[src/rtl/counter_pkg.sv]
// Shared definitions for the counter family: counting modes and an elaboration-time
// ceiling log2 used to size internal registers.
package counter_pkg;

    localparam int MODE_WRAP = 0;
    localparam int MODE_SAT  = 1;

    // Ceiling log2; returns 0 for values of 0 or 1.
    function automatic int clog2(input longint unsigned value);
        longint unsigned v;
        int              bits;
        v    = (value > 0) ? value - 1 : 0;
        bits = 0;
        while (v > 0) begin
            bits = bits + 1;
            v    = v >> 1;
        end
        return bits;
    endfunction

    // Register width needed to hold 0..count-1; never below one bit.
    function automatic int width_for(input longint unsigned count);
        int bits;
        bits = clog2(count);
        return (bits < 1) ? 1 : bits;
    endfunction

endpackage : counter_pkg

[src/rtl/sync_updown_counter_tick_prescaler.sv]
// Enable prescaler: emits a single-cycle tick on every PRESCALE-th clock that has en high.
// The phase freezes while en is low and restarts from zero on clr.
module tick_prescaler
    import counter_pkg::*;
#(
    parameter int PRESCALE = 3
) (
    input  logic clk,
    input  logic rst_n,
    input  logic clr,
    input  logic en,
    output logic tick
);

    localparam int            CW      = width_for(PRESCALE);
    localparam logic [CW-1:0] LP_LAST = CW'(PRESCALE - 1);

    logic [CW-1:0] r_cnt;
    logic          w_at_last;

    assign w_at_last = (r_cnt == LP_LAST);
    assign tick      = en && w_at_last;

    // NOTE: sequential state is written with non-blocking assignments only, so every
    // register samples the values present before the edge regardless of block order.
    always_ff @(posedge clk) begin
        if (!rst_n) begin
            r_cnt <= '0;
        end else if (clr) begin
            r_cnt <= '0;
        end else if (en) begin
            r_cnt <= w_at_last ? '0 : r_cnt + 1'b1;
        end
    end

endmodule : tick_prescaler

[src/rtl/sync_updown_counter.sv]
// Parametrised synchronous up/down counter with programmable modulus, parallel load,
// wrap or saturate mode, prescaled enable, terminal count, carry pulse and sticky overflow.
module sync_updown_counter
    import counter_pkg::*;
#(
    parameter int     WIDTH    = 4,
    parameter longint MODULUS  = 16,
    parameter int     PRESCALE = 1,
    parameter int     SATURATE = MODE_WRAP
) (
    input  logic             clk,
    input  logic             rst_n,
    input  logic             t,
    input  logic             up,
    input  logic             load,
    input  logic [WIDTH-1:0] din,
    input  logic             clr,
    output logic [WIDTH-1:0] q,
    output logic             tc,
    output logic             carry,
    output logic             ovf
);

    localparam int             EW        = WIDTH + 1;
    localparam logic [EW-1:0]  LP_MOD    = EW'(MODULUS);
    localparam logic [EW-1:0]  LP_MAX    = EW'(MODULUS - 1);
    localparam logic [WIDTH-1:0] LP_MAX_Q = LP_MAX[WIDTH-1:0];
    localparam bit             LP_SAT    = (SATURATE == MODE_SAT);

    logic [WIDTH-1:0] r_q;
    logic             r_carry;
    logic             r_ovf;

    logic             w_tick;
    logic [EW-1:0]    w_q_ext;
    logic [EW-1:0]    w_din_ext;
    logic [EW-1:0]    w_inc;
    logic [EW-1:0]    w_dec;
    logic             w_at_max;
    logic             w_at_zero;
    logic [WIDTH-1:0] w_load_val;

    // Load also restarts the prescaler phase, so both requests clear it.
    generate
        if (PRESCALE == 1) begin : g_no_prescale
            assign w_tick = t;
        end else begin : g_prescale
            tick_prescaler #(
                .PRESCALE (PRESCALE)
            ) u_prescaler (
                .clk   (clk),
                .rst_n (rst_n),
                .clr   (clr | load),
                .en    (t),
                .tick  (w_tick)
            );
        end
    endgenerate

    assign w_q_ext    = {1'b0, r_q};
    assign w_din_ext  = {1'b0, din};
    assign w_inc      = w_q_ext + 1'b1;
    assign w_dec      = w_q_ext - 1'b1;
    assign w_at_max   = (w_q_ext == LP_MAX);
    assign w_at_zero  = (w_q_ext == '0);
    assign w_load_val = (w_din_ext < LP_MOD) ? din : LP_MAX_Q;

    always_ff @(posedge clk) begin
        if (!rst_n) begin
            r_q     <= '0;
            r_carry <= 1'b0;
            r_ovf   <= 1'b0;
        end else if (clr) begin
            r_q     <= '0;
            r_carry <= 1'b0;
            r_ovf   <= 1'b0;
        end else if (load) begin
            r_q     <= w_load_val;
            r_carry <= 1'b0;
        end else if (w_tick) begin
            if (up) begin
                if (w_at_max) begin
                    r_q     <= LP_SAT ? r_q : '0;
                    r_carry <= 1'b1;
                    r_ovf   <= 1'b1;
                end else begin
                    r_q     <= w_inc[WIDTH-1:0];
                    r_carry <= 1'b0;
                end
            end else begin
                if (w_at_zero) begin
                    r_q     <= LP_SAT ? r_q : LP_MAX_Q;
                    r_carry <= 1'b1;
                    r_ovf   <= 1'b1;
                end else begin
                    r_q     <= w_dec[WIDTH-1:0];
                    r_carry <= 1'b0;
                end
            end
        end else begin
            r_carry <= 1'b0;
        end
    end

    assign q     = r_q;
    assign carry = r_carry;
    assign ovf   = r_ovf;
    assign tc    = up ? (r_q == LP_MAX_Q) : (r_q == '0);

endmodule : sync_updown_counter

[config.mk]
export PLATFORM = sky130hd
export DESIGN_NAME = sync_updown_counter
export DESIGN_NICKNAME = d
export VERILOG_FILES = /design/src/rtl/counter_pkg.sv /design/src/rtl/sync_updown_counter_tick_prescaler.sv /design/src/rtl/sync_updown_counter.sv
export SDC_FILE = /design/constraint.sdc
export NUM_CORES = 1
export LEC_CHECK = 0
export BUFFER_PORTS_ARGS = -buffer_cell sky130_fd_sc_hd__buf_4
export CORE_AREA = 5 5 42 44
export CTS_CLUSTER_SIZE = 14
export DETAILED_ROUTE_END_ITERATION = 6
export DIE_AREA = 0 0 47 49
export MAX_ROUTING_LAYER = met4
export PLACE_DENSITY_LB_ADDON = 0.25
export SLEW_MARGIN = 10
export SYNTH_ARGS = -nofsm -noshare
export SYNTH_HDL_FRONTEND = slang
export SYNTH_SLANG_ARGS = --single-unit
[constraint.sdc]
create_clock -name clk -period 1.7 [get_ports clk]
set_input_delay 0.34 -clock clk [delete_from_list [all_inputs] [get_ports clk]]
set_output_delay 0.34 -clock clk [all_outputs]
set_load 0.05 [all_outputs]
[After elaboration in Yosys (flattened, before gate mapping)]
Index checks and enable logic that the tools add are counted.
Cells by class
  add/sub/neg operators: 2
  magnitude comparators: 1
  equality and inequality tests: 2
  mux-type cells: 13
  bitwise operators: 3
  reductions and logical operators: 7
Operators by type and width (number)
  $mux 4: 6
  $mux 1: 7
  $logic_not 5->1: 1
  $lt 4x5->1 const B: 1
  $add 4x1->4 const B: 1
  $eq 4x4->1 const B: 1
  $logic_not 4->1: 1
  $reduce_and 4->1: 1
  $reduce_bool 2->1: 2
  $reduce_or 4->1: 1
  $sub 4x1->4 const B: 1
  $not 1->1: 3
  $ne 2x1->1 const B: 1
  $reduce_or 2->1: 1
Storage, ports and cells
  register bits: 6
  input port bits: 10

[Depth between registers and ports, before layout]
  word-level depth: 5
  depth in mapped cells: 6
  mapped depth without buffers: 6

[Worst setup path before layout]
OpenSTA, ideal clock, no wires.
  kind: reg-to-output
  start: register r_q[0], in the netlist q[0]
  end: output tc
  data arrival time: 1647 ps
  data required time: 1360 ps
  path slack: -287 ps
  stages on the path, launching flop included: 5
  buffers on the path: 0
  cell sequence: dfxtp_1 inv_1 ha_1 or4b_4 nand2_1
On the way
  longest elaborated chain between the ends: 2
RTL lines
  from (decl): RTL line sync_updown_counter.sv:30  | logic [WIDTH-1:0] r_q;
  from (signal assigned): RTL line sync_updown_counter.sv:78  | r_q <= w_load_val;
  from (signal assigned): RTL line sync_updown_counter.sv:83  | r_q <= LP_SAT ? r_q : '0;
  from (signal assigned): RTL line sync_updown_counter.sv:87  | r_q <= w_inc[WIDTH-1:0];
  $eq 4x4->1 or $logic_not 4->1 (tied branches): RTL line sync_updown_counter.sv:108  | assign tc = up ? (r_q == LP_MAX_Q) : (r_q == '0);
  $mux 1 *: RTL line sync_updown_counter.sv:108
  to (decl): RTL line sync_updown_counter.sv:19  | output logic tc,
Every way passes the cells marked *; elsewhere a longest branch is shown, timed or not.

[Worst setup path after layout]
Same ends and word-level chain as after synthesis.

==> summary.md <==
| Metric | Value |
|---|---|
| Setup violators final | `1` |
| Total stage count of the critical path | `5` |
| Adder-cell share of the synthesized area | `6.211%` |
| Number of DRC violations after detailed-routing iteration 0 | `2` |
| Clock skew after layout | `6.835 ps` |
| CP max-delay cell | `sky130_fd_sc_hd__or4b_4` |
| End point of the critical path | `tc` |
| Number of sinks on the clock net | `6` |
| Commonest cells post-synth | `sky130_fd_sc_hd__nand2_1 (7), sky130_fd_sc_hd__dfxtp_1 (6), sky130_fd_sc_hd__a21oi_1 (4), sky130_fd_sc_hd__nor2_1 (4), sky130_fd_sc_hd__o21ai_0 (4)` |
| Nets@finish | `92` |
| Vias per std cell | `4.872` |
| Buffers & Inverters on Critical Path | `2` |
| Total wirelength of the detailed-routed design | `1103 um` |
| Starting utilization of the core area | `28.75%` |
| Io pins | `17` |
| Initial antenna violation count | `0` |
| Worst setup path category | `register to output pin` |
| Worst EP arrival | `1470 ps` |
| Minimum clock period | `1808 ps` |
| TritonCTS buffer count | `3` |
| Critical path startpoint | `q[0]` |
| Placed cell area | `593.1 um2` |
| CORE AREA | `1401 um2` |
| Number of search-and-repair iterations in the first detailed-routing pass | `4` |
| Reg2Reg Setup Slack | `200 ps` |
| Capturing element type of the critical path | `output pin` |
| Clock-pin slew on the worst setup and hold paths | `50 ps` |
| Async set-reset flop share out of synthesis | `0%` |
| Sw Pwr | `0.0001368 W` |
| Global-route usage over all layers | `10.84%` |
| Post-synthesis area per instance | `7.900 um2` |
| Max Cap Viol | `0` |
| Diode insertion count for antenna repair | `0` |
| Worst ir drop on vdd | `0.4949 mV` |
| Leading register cell type out of synthesis | `sky130_fd_sc_hd__dfxtp_1` |
| RSZ-0062 raised after global routing | `true` |
| Number of placed instances with taps included | `88` |
| Fin. Hold Viols | `0` |
| Depth of the worst register-to-register path | `5` |
| Synthesis-to-layout area growth | `63.35%` |
| Synthesized-area fraction occupied by and/or/nand/nor cells | `32.30%` |
| Width of the chip | `47 um` |
| Most frequent cell after synthesis | `sky130_fd_sc_hd__nand2_1` |
| Clock Power Share | `31.4%` |
| Wire length per cell | `11.73 um` |
| Chip Height | `49 um` |
| Count of unresolved DRC violations after routing | `0` |
| Port buffer count | `16` |
| Part of the total power dissipated in sequential elements | `35.1%` |
| Hold WS | `354.6 ps` |
| Multiplexer share of the synthesized area | `5.280%` |
| Routability cong. | `0.7336` |
| Stage delay of the slowest cell on the critical path | `480 ps` |
| Max Buffers Root-to-Sink | `2` |
| Pin slew with the least headroom to its limit | `258.6 ps` |
| Xor and xnor area share after synthesis | `4.348%` |
| Violations in the final reports | `negative setup slack` |
| Largest net degree at the start of global routing | `8` |
| Proportion of netlist area held by the largest area contributor | `29.81%` |
| Number of flops mapped to enable cells by yosys | `0` |
| Combinational family with the most area after synthesis | `simple AND/OR/NAND/NOR gates` |
| Root Driver | `sky130_fd_sc_hd__clkbuf_4` |
| Via count of the first global-routing pass | `427` |
| Switching share of power | `31.59%` |
| Synthesized area | `402.9 um2` |
| Overall die area | `2303 um2` |
| Number of instances on the worst hold path | `3` |
| Post-cts hold buffer count | `0` |
| Element type at the critical path start | `register` |
| Clock tree from TritonCTS | `built` |
| Pins Over Slew Limit | `0` |
| Cell family with most CP delay | `simple AND/OR/NAND/NOR gates` |
| Top cells by area in the synthesized netlist | `sky130_fd_sc_hd__dfxtp_1 (30%), sky130_fd_sc_hd__nand2_1 (6.5%), sky130_fd_sc_hd__ha_1 (6.2%)` |
| Status | `complete, but fails checks` |
| Final worst-path setup slack | `-108.5 ps` |
| Number of non-filler instances in the completed layout | `94` |
| CTS H-tree depth | `1` |
| Cell Rows | `14` |
| Post-route ant nets | `0` |
| Count of vias placed by the detailed router | `458` |
| Post-DP HPWL | `866.4 um` |
| Later-pin clock latency in the skew report | `250 ps` |
| Number of warning messages in the yosys log | `0` |
| Worst path cell trace | `inv_2 -> ha_4 -> or4b_4 -> nand2_4 -> buf_8` |
| Class of the tightest hold or removal check | `input port to register` |
| Largest fanout of any net on the critical path | `3` |
| Combinational Power Share | `33.5%` |
| Design Area, Final | `658.1 um2` |
| Data required time at the worst endpoint | `1360 ps` |
| Leakage power summed over all cells | `0.3057 nW` |
| Rel. slew slack | `82.76%` |
| Worst r2r src | `q[2]` |
| Number of register bits inferred by synthesis | `6` |
| Count of cell types in the netlist | `26` |
| Post-synthesis net count | `63` |
| Tcrit/Tclk final | `106.4%` |
| Critical R2R Capture | `q[3]` |
| Complex-gate fraction of the synthesized area | `18.01%` |
| Remaining Overflow, GRT | `0` |
| Leading area contributor after synthesis | `sky130_fd_sc_hd__dfxtp_1` |
| Wire length of the first global-routing pass | `1738 um` |
| Proportion of synthesized chip area in sequential cells | `29.81%` |
| Cell internal pwr | `0.0002963 W` |
| Power density over the cells | `658.1 nW/um2` |
| Fraction of final layout cells with drive strength greater than 1 | `48.72%` |
| Worst setup slack after placement | `45.79 ps` |
| Highest Clock Rate | `553.0 MHz` |
| Number of standard cells after synthesis | `51` |
==> timing repair <==
item / in CTS / in global routing
setup endpoints to repair: 1 / 1
resized for setup: 6 / 0
pin swaps: 2 / 1
buffers inserted: 2 / 1
==> layout make-up <==
cell class                      instances  area, um2
Tap cell                               16      20.02
Sequential cell                         6      122.6
Inverter                                3      11.26
Fill cell                             153      743.2
Timing Repair Buffer                   25      195.2
Multi-Input combinational cell         41      286.5
Clock buffer                            3      22.52
==> kinds of logic (layout without fill, tap and decap cells) <==
family          after synthesis  count (layout)
simple gates                 23              23
compound gates               12              12
flops                         6               6
buf+inv                       4              31
fa+ha+maj                     2               2
xor+xnor                      2               2
mux                           2               2
==> power by group through the flow <==
stage	Clock, W	Sequential [W]	Combinational (W)
after global placement	0	0.000154	0.000131
after detailed placement	0	0.000154	0.000132
final	0.000136	0.000152	0.000145
after global routing	0.000149	0.000152	0.000155
after CTS	0.000140	0.000152	0.000145
after floorplan	0	0.000177	0.0000580
==> stage by stage <==
stage          util, %  TNS (ps)  power [W]
2_1_floorplan        -         0  0.0002349
3_3_place_gp     42.32         0  0.0002853
3_5_place_dp     42.32         0  0.0002860
4_1_cts          46.43    -126.7  0.0004372
5_1_grt          46.96    -160.4  0.0004569
6_report         46.96    -108.5  0.0004331
==> layout by cell type (no fill, tap or decap) <==
master	netlist	routed
sky130_fd_sc_hd__a211oi_1	1	1
sky130_fd_sc_hd__a211oi_2	1	1
sky130_fd_sc_hd__a21oi_1	4	4
sky130_fd_sc_hd__a22oi_1	1	1
sky130_fd_sc_hd__and2b_1	1	1
sky130_fd_sc_hd__and4_1	1	1
sky130_fd_sc_hd__and4b_1	1	1
sky130_fd_sc_hd__buf_4	0	24
sky130_fd_sc_hd__buf_8	0	1
sky130_fd_sc_hd__clkbuf_4	0	3
sky130_fd_sc_hd__dfxtp_1	6	4
sky130_fd_sc_hd__dfxtp_2	0	2
sky130_fd_sc_hd__ha_1	2	1
sky130_fd_sc_hd__ha_4	0	1
sky130_fd_sc_hd__inv_1	3	1
sky130_fd_sc_hd__inv_2	0	2
sky130_fd_sc_hd__mux2_2	1	1
sky130_fd_sc_hd__mux2i_1	1	1
sky130_fd_sc_hd__nand2_1	7	6
sky130_fd_sc_hd__nand2_4	0	1
sky130_fd_sc_hd__nand2b_1	1	1
sky130_fd_sc_hd__nand3_1	2	2
sky130_fd_sc_hd__nand4_1	1	1
sky130_fd_sc_hd__nor2_1	4	4
sky130_fd_sc_hd__nor2b_1	1	1
sky130_fd_sc_hd__nor3_1	1	1
sky130_fd_sc_hd__o21ai_0	4	4
sky130_fd_sc_hd__o21ai_1	1	1
sky130_fd_sc_hd__or3_2	1	1
sky130_fd_sc_hd__or4_1	1	1
sky130_fd_sc_hd__or4b_4	1	1
sky130_fd_sc_hd__xor2_1	2	2
==> worst min-delay path, delay by kind of cell <==
family	cells	cell delay, ps
buffers and inverters	1	100
AO/OA/AOI/OAI	1	50
AND/OR/NAND/NOR	1	60
==> routing by layer <==
layer	track usage [%]	share of wire (%)	wire length (um)	vias up
met4	2.765	0.73	8	0
met5	-	0	0	-
li1	-	-	-	235
met1	11.45	40	441	209
met3	5.535	4.2	46	2
met2	17.42	55	607	12
==> sequential cells by signal, indices dropped and copies added (netlist names) <==
signal / cells
q: 4
ovf: 1
carry: 1
==> worst min-delay path by stage <==
stage | startpoint | end | slack, ps
2_1_floorplan | load | q[1] | 470
3_3_place_gp | ovf | ovf | 460
3_5_place_dp | ovf | ovf | 480
4_1_cts | din[1] | q[1] | 350
5_1_grt | din[1] | q[1] | 350
6_report | din[1] | q[1] | 350
(Power assumes the default switching activity.)
